## src/rtl/add16se_rr_sched.sv

```systemverilog
// -----------------------------------------------------------------------------
// add16se_rr_sched
//
// Round-robin scheduler that time-shares one external combinational 16-bit
// sign-extended adder among NREQ requesters. One operation is outstanding at
// a time: the winner's operands are registered onto the adder inputs, the
// 17-bit adder output is captured, and the result is returned together with
// the requester index on a single valid/ready response channel. The sum is
// never inspected, so exact and approximate adder variants plug in unchanged.
//
// Configuration macro: ADD16SE_SCHED_OREG_EN
//   defined   : adds a register on add_o and a CAPT state (latency 3 cycles)
//   undefined : add_o captured directly into rsp_sum (latency 2 cycles)
//
// Ports
//   clk        in   rising-edge clock
//   rst        in   asynchronous active-high reset
//   req_valid  in   [NREQ]      per-requester operand valid
//   req_ready  out  [NREQ]      per-requester grant, one-hot or zero (comb)
//   req_a      in   [16*NREQ]   operand A, requester i at [16i+15:16i]
//   req_b      in   [16*NREQ]   operand B, same packing
//   add_a      out  [16]        shared adder operand A (registered)
//   add_b      out  [16]        shared adder operand B (registered)
//   add_o      in   [17]        shared adder result
//   rsp_valid  out              result valid (registered)
//   rsp_ready  in               result accepted
//   rsp_sum    out  [17]        captured adder result
//   rsp_id     out  [IDW]       requester index owning rsp_sum
//   busy       out              high whenever not IDLE
//   ops_cnt    out  [16]        completed response handshakes, wrapping
// -----------------------------------------------------------------------------
module add16se_rr_sched #(
  parameter int NREQ = 4,
  parameter int IDW  = 2
) (
  input  logic                 clk,
  input  logic                 rst,
  input  logic [NREQ-1:0]      req_valid,
  output logic [NREQ-1:0]      req_ready,
  input  logic [16*NREQ-1:0]   req_a,
  input  logic [16*NREQ-1:0]   req_b,
  output logic [15:0]          add_a,
  output logic [15:0]          add_b,
  input  logic [16:0]          add_o,
  output logic                 rsp_valid,
  input  logic                 rsp_ready,
  output logic [16:0]          rsp_sum,
  output logic [IDW-1:0]       rsp_id,
  output logic                 busy,
  output logic [15:0]          ops_cnt
);

  localparam logic [1:0] S_IDLE  = 2'd0;
  localparam logic [1:0] S_ISSUE = 2'd1;
`ifdef ADD16SE_SCHED_OREG_EN
  localparam logic [1:0] S_CAPT  = 2'd2;
`endif
  localparam logic [1:0] S_HOLD  = 2'd3;

  localparam logic [IDW-1:0] LAST_IDX = IDW'(NREQ - 1);
  localparam logic [IDW:0]   NREQ_W   = (IDW + 1)'(NREQ);

  logic [1:0]     r_state;
  logic [IDW-1:0] r_ptr;
  logic [15:0]    r_add_a;
  logic [15:0]    r_add_b;
  logic           r_rsp_valid;
  logic [16:0]    r_rsp_sum;
  logic [IDW-1:0] r_rsp_id;
  logic [15:0]    r_ops_cnt;
`ifdef ADD16SE_SCHED_OREG_EN
  logic [16:0]    r_oreg;
`endif

  logic [15:0]    w_op_a [NREQ];
  logic [15:0]    w_op_b [NREQ];
  logic           w_any;
  logic [IDW-1:0] w_win;
  logic [IDW:0]   w_scan;
  logic           w_grant_en;
  logic [IDW-1:0] w_ptr_next;

  // Unpack the flat operand buses into per-requester words.
  generate
    for (genvar gi = 0; gi < NREQ; gi++) begin : g_unpack
      assign w_op_a[gi] = req_a[16*gi +: 16];
      assign w_op_b[gi] = req_b[16*gi +: 16];
    end
  endgenerate

  // Round-robin pick: scan offsets from the highest down so the last match,
  // i.e. the one closest to r_ptr in the circular order, wins.
  always_comb begin
    w_any  = 1'b0;
    w_win  = '0;
    w_scan = '0;
    for (int k = NREQ - 1; k >= 0; k--) begin
      w_scan = {1'b0, r_ptr} + (IDW + 1)'(k);
      if (w_scan >= NREQ_W) begin
        w_scan = w_scan - NREQ_W;
      end
      if (req_valid[w_scan[IDW-1:0]]) begin
        w_any = 1'b1;
        w_win = w_scan[IDW-1:0];
      end
    end
  end

  // A grant is possible when idle, or when the held result leaves this cycle.
  // Reset is folded in so req_ready reads zero while reset is asserted.
  assign w_grant_en = !rst && w_any &&
                      ((r_state == S_IDLE) || ((r_state == S_HOLD) && rsp_ready));

  assign w_ptr_next = (w_win == LAST_IDX) ? '0 : (w_win + IDW'(1));

  generate
    for (genvar gi = 0; gi < NREQ; gi++) begin : g_ready
      assign req_ready[gi] = w_grant_en && (w_win == IDW'(gi));
    end
  endgenerate

  always_ff @(posedge clk or posedge rst) begin
    if (rst) begin
      r_state     <= S_IDLE;
      r_ptr       <= '0;
      r_add_a     <= '0;
      r_add_b     <= '0;
      r_rsp_valid <= 1'b0;
      r_rsp_sum   <= '0;
      r_rsp_id    <= '0;
      r_ops_cnt   <= '0;
`ifdef ADD16SE_SCHED_OREG_EN
      r_oreg      <= '0;
`endif
    end else begin
      // Operands and owner index change only on a grant; they otherwise keep
      // the last operation's values.
      if (w_grant_en) begin
        r_add_a  <= w_op_a[w_win];
        r_add_b  <= w_op_b[w_win];
        r_rsp_id <= w_win;
        r_ptr    <= w_ptr_next;
      end

      case (r_state)
        S_IDLE: begin
          if (w_grant_en) begin
            r_state <= S_ISSUE;
          end
        end
        S_ISSUE: begin
`ifdef ADD16SE_SCHED_OREG_EN
          r_oreg  <= add_o;
          r_state <= S_CAPT;
`else
          r_rsp_sum   <= add_o;
          r_rsp_valid <= 1'b1;
          r_state     <= S_HOLD;
`endif
        end
`ifdef ADD16SE_SCHED_OREG_EN
        S_CAPT: begin
          r_rsp_sum   <= r_oreg;
          r_rsp_valid <= 1'b1;
          r_state     <= S_HOLD;
        end
`endif
        S_HOLD: begin
          if (rsp_ready) begin
            r_ops_cnt   <= r_ops_cnt + 16'd1;
            r_rsp_valid <= 1'b0;
            r_state     <= w_grant_en ? S_ISSUE : S_IDLE;
          end
        end
        default: begin
          r_state <= S_IDLE;
        end
      endcase
    end
  end

  assign add_a     = r_add_a;
  assign add_b     = r_add_b;
  assign rsp_valid = r_rsp_valid;
  assign rsp_sum   = r_rsp_sum;
  assign rsp_id    = r_rsp_id;
  assign ops_cnt   = r_ops_cnt;
  assign busy      = (r_state != S_IDLE);

endmodule

```

## config.mk

```make
export PLATFORM = sky130hd
export DESIGN_NAME = add16se_rr_sched
export DESIGN_NICKNAME = d
export VERILOG_FILES = /design/src/rtl/add16se_rr_sched.sv
export SDC_FILE = /design/constraint.sdc
export NUM_CORES = 1
export LEC_CHECK = 0
export CORE_MARGIN = 2
export CORE_UTILIZATION = 41
export DETAILED_ROUTE_END_ITERATION = 12
export PLACE_DENSITY = 0.86
export SLEW_MARGIN = 20
export SYNTH_ARGS = -nofsm -noshare
export SYNTH_HDL_FRONTEND = slang
export SYNTH_SLANG_ARGS = --single-unit
```

## constraint.sdc

```tcl
create_clock -name clk -period 4.1 [get_ports clk]
set_clock_uncertainty 0.15 [all_clocks]
set_input_delay 0.41 -clock clk [delete_from_list [all_inputs] [get_ports clk]]
set_output_delay 0.41 -clock clk [all_outputs]
set_load 0.01 [all_outputs]
```

==> Word level (Yosys, flattened, before mapping) <==
Index checks and enable logic that the tools add are counted.
{ "word_totals": {"elab_cells": 83, "out_inout_bits": 73, "ff_bits": 72} }
{ "classes": {"n_eq_ne": 7, "addsub": 9, "n_reduce_logical": 16, "bitwise_logic": 1, "n_lt_le_gt_ge": 9, "mux": 33} }
{ "ops": {"columns": ["operator", "n"], "rows": [
  ["$bmux W16 S2", 2],
  ["$mux W16", 4],
  ["$mux W2", 11],
  ["$add A16 B1 Y16 const B", 1],
  ["$ge A3 B3 Y1 const B", 4],
  ["$lt A2 B3 Y1 const B", 4],
  ["$mux W1", 10],
  ["$bmux W1 S2", 4],
  ["$sub A2 B1 Y2 const B", 4],
  ["$logic_and A1 B1 Y1", 7],
  ["$add A2 B2 Y3 const B", 2],
  ["$eq A2 B2 Y1 const B", 3],
  ["$pmux W2 S3", 1],
  ["$reduce_and A2 Y1", 3],
  ["$eq A2 B1 Y1 const B", 2],
  ["$logic_not A2 Y1", 2],
  ["$ne A2 B2 Y1 const B", 2],
  ["$reduce_bool A2 Y1", 2],
  ["$add A2 B1 Y3 const B", 1],
  ["$ge A2 B3 Y1 const B", 1],
  ["$not A2 Y3", 1],
  ["$add A2 B1 Y2 const B", 1],
  ["$pmux W1 S2", 1],
  ["$logic_not A1 Y1", 1],
  ["$logic_or A1 B1 Y1", 1]
]} }

==> Longest topological paths before layout <==
Gate-level depths: netlist of run 1.
{ "logic_depth": {"depth_word": 14, "ltp_mapped": 8, "ltp_nobuf": 7} }

==> Worst setup path after synthesis of run 1 <==
No wires, ideal clock.
{ "synth_path": {"path_type": "register -> output", "from": "register r_ptr[1]", "to": "output port req_ready[0]", "path_stages_with_launch": 7, "t_required_ps": 3540, "arrival_time_ps": 1456, "setup_slack_ps": 2084, "n_path_buf": 1, "cell_sequence": "dfrtp_1 > mux2i_1 > nor2_1 > or3_1 > buf_6 > ha_1 > and2_1"} }
{ "synth_via": {"elab_chain_cells": 12, "elab_cells_between_ends": 35, "classes_between": "add/sub: 7; order compare: 4; mux: 20; reduce/logical: 4"} }
{ "synth_lines": {"columns": ["item", "line_no", "source"], "rows": [
  ["start: declaration", "64", "logic [IDW-1:0] r_ptr;"],
  ["start signal: assignment", "142", "r_ptr <= w_ptr_next;"],
  ["$add A2 B2 Y3", "98", "w_scan = {1'b0, r_ptr} + (IDW + 1)'(k);"],
  ["$ge A3 B3 Y1 or $sub A2 B1 Y2 (tied branches)", "99, 100", null],
  ["$mux W2", "99", "if (w_scan >= NREQ_W) begin"],
  ["$bmux W1 S2", "102", "if (req_valid[w_scan[IDW-1:0]]) begin"],
  ["$mux W1 (implied by the code)", "102", null],
  ["$mux W1 (4 in a row)", "102", null],
  ["$logic_and A1 B1 Y1 (2 in a row)", "111", "assign w_grant_en = !rst && w_any &&"],
  ["$logic_and A1 B1 Y1 *", "118", "assign req_ready[gi] = w_grant_en && (w_win == IDW'(gi));"],
  ["end: declaration", "39", "output logic [NREQ-1:0] req_ready,"]
]} }
Mark *: on every way between the ends. The rest lies on a longest branch, timed or not. The select of a mux whose other input is x is not followed.

==> Worst setup path after layout of run 1 <==
{ "layout_path": {"from": "input port req_valid[0]", "to": "output port req_ready[3]"} }
{ "layout_via": {"elab_cells_between_ends": 20, "classes_between": "eq/ne: 1; mux: 16; reduce/logical: 3"} }
{ "layout_rtl": {"columns": ["item", "line_no", "source"], "rows": [
  ["start: declaration", "38", "input logic [NREQ-1:0] req_valid,"],
  ["$bmux W1 S2", "102", null],
  ["$mux W1 (implied by the code)", "102", null],
  ["$mux W2 (3 in a row)", "102", null],
  ["$mux W2 *", "102", null],
  ["via w_win[0]", "78", "logic [IDW-1:0] w_win;"],
  ["$eq A2 B2 Y1 *", "118", null],
  ["$logic_and A1 B1 Y1 *", "118", null]
]} }
The timed path passes the listed nets; every way through them passes the cells marked *. The select of a mux whose other input is x is not followed.

==> results.json, run 1 <==
{
  "area_delta_synth_final_pct": 65.21,
  "dp_slack_ns": 0.9804,
  "crit_top_cell": "clkdlybuf4s50_1",
  "stdcell_count": 658,
  "holdCritStartpoint": "ops_cnt[15]",
  "cts-htree-levels": 3,
  "power-per-cell-area_nw_per_um2": 567.3,
  "fp.dieH_um": 100.5,
  "slew_viol_final": 0,
  "multiInputGateArea_um2": 1844,
  "tns_ns": 0,
  "design.core.area_um2": 9153,
  "wl_per_cell_um": 18.30,
  "ir_drop_mv": 0.4068,
  "hold_viol": 0,
  "fin_crit_sh": 0.7663,
  "syn_inst": 323,
  "dp_cells": 643,
  "critPathMaxStageDelay_ns": 0.56,
  "die_w_um": 100.5,
  "drtIter0Drc": 102,
  "place_congestion": 0.8186,
  "p_leak_nw": 2.677,
  "row_count": 35,
  "worst_path_max_delay_cell": "clkdlybuf4s50_1",
  "dp.final_hpwl_um": 9364,
  "track_usage": 0.2341,
  "die_area_um2": 10100,
  "seq_area_frac_synth": 0.4721,
  "yosysTopAreaCell": "dfrtp_1",
  "synthFlopType": "dfrtp_1",
  "start_util": 0.4170,
  "drc_errors": 0,
  "status": "finished clean",
  "r2r-end": "add_b[15]",
  "ys.warnings.count": 0,
  "r2r_cells": 6,
  "max_freq_ghz": 0.3183,
  "firstDrtPassIters": 6,
  "cts_num_sinks": 72,
  "pin_count": 225,
  "rrSetupSlack_ns": 1.41,
  "io_buffers": 224,
  "setup_ws_ns": 0.9582,
  "cts-root-buf": "clkbuf_8",
  "startpoint": "req_valid[0]",
  "p_total_mw": 3.577,
  "synth_area_um2": 3816,
  "cap_violations": 0,
  "drt_wl_total_um": 12040,
  "cts-buffers-inserted": 9,
  "synth.ff_latch_count": 72,
  "synthTopCellsByArea": "dfrtp_1 (47%), mux2i_1 (17%), mux2_2 (5.3%)",
  "rsz0062_at_grt": "false",
  "viasPerCell": 5.261,
  "crit_arrival_ns": 2.58,
  "slew_headroom": 0.4619,
  "synth_edf_count": 0,
  "dr_total_vias": 3462,
  "holdCritPathClass": "register to register",
  "drive_gt1_frac": 0.1024,
  "syn_avg_cell_area_um2": 11.81,
  "cts_tree": "built",
  "cts_hold_buffers": 0,
  "fin_nets": 700,
  "post-cts-setup-buffers": 0,
  "grt_first_pass_wirelength_um": 18290,
  "critPathKind": "input pin to output port",
  "worst_skew_pair.late_latency_ns": 0.34,
  "clk_path_buf_depth": 2,
  "whs_ns": 0.3232,
  "finalCriticalPeriod_ns": 3.142,
  "synthDistinctLibCells": 40,
  "rr_startpoint": "r_ptr[1]",
  "grt_max_degree": 43,
  "synthesis.nets": 480,
  "critPathMaxFanout": 5,
  "n_antenna_cell": 0,
  "worstSetupEndpointType": "output port",
  "cp.required_ns": 3.54,
  "tightest_slew_ns": 0.8060,
  "ctsResizeCount": 0,
  "async_flop_share": 1.000,
  "seqCellArea_um2": 1802,
  "synth_top_area_share": 0.4721,
  "crit_chain": "clkdlybuf4s50_1 -> mux2i_1 -> nor2_1 -> or3_1 -> clkinv_4 -> ha_1 -> and2_1 -> clkdlybuf4s50_1",
  "antenna_found_initial": 0,
  "nFillCells": 687,
  "clk_pin_slew_ns": 0.08,
  "endpoint": "req_ready[3]",
  "grt-ovfl-total": 0,
  "start_kind": "input pin",
  "finalSetupViolations": 0,
  "grt_pass1_vias": 3629,
  "postRouteAntennaNets": 0
}
state kept, by name, summed over array words and instances, names as in the netlist:
register,cells
add_a,16
add_b,16
ops_cnt,16
r_ptr,2
r_state,2
rsp_id,2
rsp_sum,17
rsp_valid,1
final cells by class:
class	instances	share of cell area
repair buffers	229	0.3616
multi-input cells	226	0.2925
flip-flops and latches	72	0.2858
well taps	111	0.02203
clock buffers	9	0.01965
clock inverters	6	0.01469
inverters	5	0.003771
logic make-up (layout without fill, tap and decap cells):
kind of cell,count (synthesis),in the layout,share of synthesized area
AOI/OAI and AO/OA,45,45,0.1148
xor gates and xnor gates,15,15,0.03442
adders and majority gates,5,5,0.01639
buffers and inverters,25,249,0.04688
DFF,72,72,0.4721
muxes,82,82,0.2210
and+or+nand+nor,79,79,0.09442
worst max-delay path: cells and delay by family:
family,cells,cell delay [ns]
multiplexers,1,0.17
adder cells (fa/ha/maj),1,0.15
buffers and inverters,3,1.16
AND/OR/NAND/NOR,3,0.68
power breakdown:
group,switching (mW),internal (mW),leakage (nW)
sequential,0.185,0.998,0.893
clock,0.285,0.344,0.102
combinational,0.761,1.00,1.68
total,1.23,2.35,2.68
synth_stat cells, types with 2 or more instances:
| cell type | number |
|---|---|
| xor2_1 | 5 |
| a21oi_1 | 3 |
| ha_1 | 5 |
| buf_4 | 4 |
| a21o_1 | 2 |
| and3_1 | 2 |
| and4_1 | 2 |
| buf_2 | 4 |
| dfrtp_1 | 72 |
| buf_6 | 8 |
| mux2_2 | 18 |
| inv_1 | 3 |
| nand2_1 | 45 |
| o221ai_2 | 10 |
| nand2b_1 | 2 |
| and2_1 | 4 |
| nand4_1 | 2 |
| o221ai_1 | 21 |
| mux2i_1 | 64 |
| nor2_1 | 11 |
| clkbuf_1 | 4 |
| xnor2_1 | 10 |
| nand3_1 | 5 |
stage by stage:
| step | util | cell area (µm²) |
|---|---|---|
| floorplan | - | 3816 |
| global placement | 0.6652 | 6088 |
| detailed placement | 0.6652 | 6088 |
| CTS | 0.6889 | 6305 |
| global route | 0.6889 | 6305 |
| finish | 0.6889 | 6305 |
layout by cell type, fill, tap and decap left out, types with 2 or more instances in the layout:
| master | Yosys | final |
|---|---|---|
| ha_1 | 5 | 5 |
| and4_1 | 2 | 2 |
| and2_1 | 4 | 4 |
| dfrtp_1 | 72 | 72 |
| o221ai_1 | 21 | 21 |
| nand2b_1 | 2 | 2 |
| bufinv_16 | 0 | 2 |
| nand3_1 | 5 | 5 |
| o221ai_2 | 10 | 10 |
| buf_4 | 4 | 5 |
| a21oi_1 | 3 | 3 |
| inv_2 | 1 | 2 |
| clkdlybuf4s50_1 | 0 | 224 |
| and3_1 | 2 | 2 |
| nand4_1 | 2 | 2 |
| inv_6 | 0 | 2 |
| clkinvlp_4 | 0 | 2 |
| mux2i_1 | 64 | 64 |
| clkbuf_8 | 0 | 9 |
| a21o_1 | 2 | 2 |
| xor2_1 | 5 | 5 |
| mux2_2 | 18 | 18 |
| inv_1 | 3 | 2 |
| xnor2_1 | 10 | 10 |
| nor2_1 | 11 | 11 |
| nand2_1 | 45 | 45 |
per-layer routing:
metal / track usage / up-vias / part of all wire
met2: 0.3960 / 155 / 0.51
met3: 0.06519 / 22 / 0.076
met4: 0.08957 / 0 / 0.026
met5: 0 / - / 0
li1: - / 1611 / -
met1: 0.2844 / 1674 / 0.39
worst min path at each step:
| stage | endpoint | slack [ns] | cells after the start |
|---|---|---|---|
| after floorplan | ops_cnt[15] | 0.36 | 1 |
| after global placement | ops_cnt[15] | 0.31 | 1 |
| after detailed placement | ops_cnt[15] | 0.31 | 1 |
| after CTS | ops_cnt[15] | 0.33 | 1 |
| after global routing | add_b[7] | 0.36 | 2 |
| final | ops_cnt[15] | 0.32 | 1 |
(Power assumes the default switching activity.)
==> inputs of run 2 (changes only) <==
--- a/config.mk
+++ b/config.mk
@@ -6,9 +6,9 @@
 export NUM_CORES = 1
 export LEC_CHECK = 0
 export CORE_MARGIN = 2
-export CORE_UTILIZATION = 41
+export CORE_UTILIZATION = 38
 export DETAILED_ROUTE_END_ITERATION = 12
-export PLACE_DENSITY = 0.86
+export PLACE_DENSITY = 0.81
 export SLEW_MARGIN = 20
 export SYNTH_ARGS = -nofsm -noshare
 export SYNTH_HDL_FRONTEND = slang
==> constraint.sdc (replaced) <==
create_clock -name clk -period 3.3 [get_ports clk]
set_clock_uncertainty 0.15 [all_clocks]
set_input_delay 0.33 -clock clk [delete_from_list [all_inputs] [get_ports clk]]
set_output_delay 0.33 -clock clk [all_outputs]
set_load 0.01 [all_outputs]
==> results.json, run 2 (same netlist as run 1, synthesis figures left out) <==
{
  "cts_num_sinks": 72,
  "row_count": 36,
  "clk_path_buf_depth": 2,
  "wl_per_cell_um": 17.61,
  "worst_skew_pair.late_latency_ns": 0.34,
  "die_w_um": 104.2,
  "drc_errors": 0,
  "nFillCells": 800,
  "firstDrtPassIters": 4,
  "pwr-share-seq": 0.333,
  "dp_cells": 668,
  "rsz0062_at_grt": "false",
  "holdCritStartpoint": "ops_cnt[15]",
  "area_delta_synth_final_pct": 66.46,
  "r2r-end": "add_a[4]",
  "endpoint": "req_ready[1]",
  "multiInputGateArea_um2": 1852,
  "ctsResizeCount": 0,
  "cts-htree-levels": 3,
  "cts-root-buf": "clkbuf_8",
  "p_total_mw": 4.397,
  "r2r_cells": 6,
  "cpLargestDelayFamily": "buffers and inverters",
  "postRouteAntennaNets": 0,
  "p_sw_mw": 1.529,
  "final_common_cell": "clkdlybuf4s50_1",
  "power-per-cell-area_nw_per_um2": 692.1,
  "critPathMaxStageDelay_ns": 0.57,
  "p_leak_nw": 2.689,
  "slew_headroom": 0.3633,
  "n_antenna_cell": 0,
  "pin_count": 225,
  "antenna_found_initial": 0,
  "rrSetupSlack_ns": 1.00,
  "drtIter0Drc": 159,
  "cts_hold_buffers": 0,
  "cp.required_ns": 2.82,
  "start_kind": "register",
  "p_comb_frac": 0.500,
  "slew_viol_final": 0,
  "p_sw_frac": 0.3477,
  "drt_wl_total_um": 12040,
  "ir_drop_mv": 0.4242,
  "clk_pin_slew_ns": 0.09,
  "critPathKind": "register to output port",
  "startpoint": "r_ptr[1]",
  "start_util": 0.3904,
  "grt_pass1_vias": 3724,
  "p_int_mw": 2.868,
  "cap_violations": 0,
  "rr_startpoint": "r_ptr[1]",
  "dr_total_vias": 3499,
  "drive_gt1_frac": 0.1089,
  "dp.final_hpwl_um": 9361,
  "cts_tree": "built",
  "seqCellArea_um2": 1802,
  "tns_ns": 0,
  "cts-buffers-inserted": 9,
  "status": "finished clean",
  "grt-ovfl-total": 0,
  "crit_chain": "mux2i_1 -> nor2_1 -> or3_1 -> clkinv_4 -> ha_1 -> and2_1 -> clkdlybuf4s50_1",
  "cp.depth": 7,
  "grt_max_degree": 52,
  "holdCritPathClass": "register to register",
  "stdcell_count": 684,
  "die_area_um2": 10860,
  "track_usage": 0.2212,
  "finalCriticalPeriod_ns": 3.012,
  "fp.dieH_um": 104.2,
  "layout_common_cells": "clkdlybuf4s50_1 (224), dfrtp_1 (72), mux2i_1 (64)",
  "fin_nets": 703,
  "tightest_slew_ns": 0.9539,
  "worstSetupEndpointType": "output port",
  "post-cts-setup-buffers": 0,
  "place_congestion": 0.8151,
  "grt_first_pass_wirelength_um": 19240,
  "worst_path_max_delay_cell": "clkdlybuf4s50_1",
  "fin_crit_sh": 0.9128,
  "crit_arrival_ns": 2.53,
  "largest_reg_flops": 17,
  "critPathMaxFanout": 6,
  "viasPerCell": 5.115,
  "hold_viol": 0,
  "max_freq_ghz": 0.3320,
  "design.core.area_um2": 9774,
  "io_buffers": 224,
  "finalSetupViolations": 0,
  "whs_ns": 0.3303,
  "clkPwrFrac": 0.167,
  "cp_num_buf_inv": 2
}
run 2: layer usage:
layer,share of wire,GRT usage,up-vias
met4,0.022,0.07046,0
met5,0,0,-
met2,0.51,0.3882,156
met1,0.40,0.2555,1697
li1,-,-,1622
met3,0.070,0.07143,24
run 2: layout make-up:
cell class | count | area share
clock inverters | 6 | 0.01064
inverters | 5 | 0.003939
well taps | 133 | 0.02620
repair buffers | 232 | 0.3624
clock buffers | 10 | 0.02167
flip-flops and latches | 72 | 0.2836
multi-input cells | 226 | 0.2915
run 2: worst min-delay path by stage:
stage                   to  slack (ns)  depth (start not counted)
2_1_floorplan   r_state[1]        0.31                          1
3_5_place_dp   ops_cnt[15]        0.32                          1
5_1_grt        ops_cnt[15]        0.36                          1
6_report       ops_cnt[15]        0.33                          1
4_1_cts        ops_cnt[15]        0.33                          1
3_3_place_gp     rsp_id[0]        0.31                          2
run 2: metrics by stage:
step | area [µm²] | worst slack [ns] | util
final | 6352 | 0.2876 | 0.6499
after global routing | 6352 | 0.1685 | 0.6499
after CTS | 6352 | 0.2560 | 0.6499
after detailed placement | 6147 | 0.3246 | 0.6289
after global placement | 6147 | 0.4038 | 0.6289
after floorplan | 3816 | 0.9951 | -
run 2: power groups by stage:
stage | Clock, mW | Sequential [mW] | Combinational, mW
floorplan | 0 | 1.62 | 1.00
global placement | 0 | 1.46 | 2.17
detailed placement | 0 | 1.48 | 2.23
CTS | 0.753 | 1.47 | 2.23
global route | 0.791 | 1.52 | 2.37
finish | 0.733 | 1.46 | 2.20
run 2: worst register-to-register path, cell delays in order, from the launching register on:
cell	delay, ns
dfrtp_1	0.48
mux2i_1	0.23
nor2_1	0.07
or3_1	0.49
nand2_1	0.16
buf_4	0.39
o221ai_1	0.20
==> inputs of run 3 (changes only) <==
--- a/config.mk
+++ b/config.mk
@@ -6,9 +6,10 @@
 export NUM_CORES = 1
 export LEC_CHECK = 0
 export CORE_MARGIN = 2
-export CORE_UTILIZATION = 38
+export CORE_UTILIZATION = 45
 export DETAILED_ROUTE_END_ITERATION = 12
-export PLACE_DENSITY = 0.81
+export DONT_BUFFER_PORTS = 1
+export PLACE_DENSITY = 0.6
 export SLEW_MARGIN = 20
 export SYNTH_ARGS = -nofsm -noshare
 export SYNTH_HDL_FRONTEND = slang
==> results.json, run 3 (same netlist as run 1, synthesis figures left out) <==
{
  "cts-htree-levels": 3,
  "dpl-instance-area_um2": 3859,
  "final_util": 0.5147,
  "finalCriticalPeriod_ns": 2.828,
  "row_count": 33,
  "whs_path_depth": 2,
  "finalSetupViolations": 0,
  "crit_arrival_ns": 2.35,
  "p_leak_nw": 1.881,
  "cts_num_sinks": 72,
  "die_w_um": 96.09,
  "largest_reg_flops": 17,
  "cts-buffers-inserted": 9,
  "status": "finished clean",
  "worstSetupEndpointType": "output port",
  "track_usage": 0.1896,
  "holdPathEnd": "add_b[5]",
  "viasPerCell": 5.871,
  "worst_skew_pair.late_latency_ns": 0.34,
  "holdCritStartpoint": "req_b[5]",
  "tns_ns": 0,
  "place_congestion": 0.8132,
  "cts_tree": "built",
  "dp_slack_ns": 0.7627,
  "cap_violations": 0,
  "rsz0062_at_grt": "false",
  "ir_drop_mv": 0.4812,
  "power-per-cell-area_nw_per_um2": 817.0,
  "die_area_um2": 9233,
  "antenna_found_initial": 0,
  "drive_gt1_frac": 0.1686,
  "pin_count": 225,
  "design.core.area_um2": 8217,
  "final_area_um2": 4229,
  "r2r-end": "add_a[9]",
  "start_util": 0.4644,
  "clk_path_buf_depth": 2,
  "fin_nets": 496,
  "dp.final_hpwl_um": 6721,
  "tightest_slew_ns": 0.8886,
  "clk_pin_slew_ns": 0.08,
  "critPathKind": "register to output port",
  "grt-ovfl-total": 0,
  "setup_ws_ns": 0.4716,
  "layout_common_cells": "dfrtp_1 (72), mux2i_1 (64), nand2_1 (45)",
  "whs_ns": 0.06857,
  "grt_first_pass_wirelength_um": 13170,
  "holdCritPathClass": "input pin to register",
  "n_antenna_cell": 0,
  "final_common_cell": "dfrtp_1",
  "cts-root-buf": "clkbuf_8",
  "slew_viol_final": 0,
  "grt_max_degree": 55,
  "wl_per_cell_um": 20.34,
  "postRouteAntennaNets": 0,
  "r2r_cells": 6,
  "ctsResizeCount": 0,
  "max_freq_ghz": 0.3536,
  "cp.required_ns": 2.82,
  "fin_crit_sh": 0.8571,
  "dr_total_vias": 2636,
  "fp.dieH_um": 96.09,
  "hold_viol": 0,
  "grt_pass1_vias": 2647,
  "io_buffers": 0,
  "rrSetupSlack_ns": 0.75,
  "rr_startpoint": "r_ptr[1]",
  "drtIter0Drc": 41,
  "drc_errors": 0,
  "post-cts-setup-buffers": 0,
  "cts_hold_buffers": 19,
  "drt_wl_total_um": 9134,
  "slew_headroom": 0.4076,
  "start_kind": "register",
  "area_delta_synth_final_pct": 10.82,
  "firstDrtPassIters": 4,
  "critPathMaxFanout": 54
}
run 3: cell types whose count changed in the layout (fill, tap and decap cells not counted), moves of 2 or more:
cell / change
buf_4: -3
clkdlybuf4s50_1: -224
clkinv_2: -2
clkinvlp_4: +2
dlygate4sd3_1: +19
run 3: metrics by stage:
| stage | power, mW | instances |
|---|---|---|
| 6_report | 3.455 | 449 |
| 3_5_place_dp | 2.849 | 414 |
| 3_3_place_gp | 2.805 | 414 |
| 2_1_floorplan | 2.617 | 323 |
| 4_1_cts | 3.511 | 449 |
| 5_1_grt | 3.693 | 449 |
run 3: cell type report:
class	count	area [µm²]
Timing Repair Buffer	25	247.7
Sequential cell	72	1802
Clock buffer	9	123.9
Tap cell	105	131.4
Fill cell	731	3988
Multi-Input combinational cell	226	1844
Clock inverter	7	56.30
Inverter	5	23.77
run 3: worst max-delay path by stage:
stage,slack (ns),start,endpoint,cells after the start
after floorplan,1.0,rst,add_a[0],1
after global placement,0.88,r_ptr[1],add_a[6],6
after detailed placement,0.76,r_ptr[1],add_a[12],6
after CTS,0.47,r_ptr[1],req_ready[1],6
after global routing,0.30,r_ptr[1],req_ready[1],6
final,0.47,r_ptr[1],req_ready[1],6
run 3: routing by layer:
metal	track usage	routed length [µm]	up-vias
met2	0.3478	4846	150
li1	-	-	1211
met4	0.05000	70	0
met5	0	0	-
met1	0.2020	3208	1267
met3	0.07283	1009	8
run 3: worst max-delay path, stage by stage, from the launching register on:
cell and delay [ns]:
dfrtp_1 0.45, a21oi_1 0.16, o21a_1 0.14, o22a_4 0.70, inv_2 0.10, ha_1 0.21, and2_1 0.18
run 3: power breakdown:
part / total (mW) / switching (mW) / internal, mW
logic: 1.12 / 0.564 / 0.556
clock network: 0.637 / 0.358 / 0.279
registers: 1.70 / 0.458 / 1.24
total: 3.46 / 1.38 / 2.07
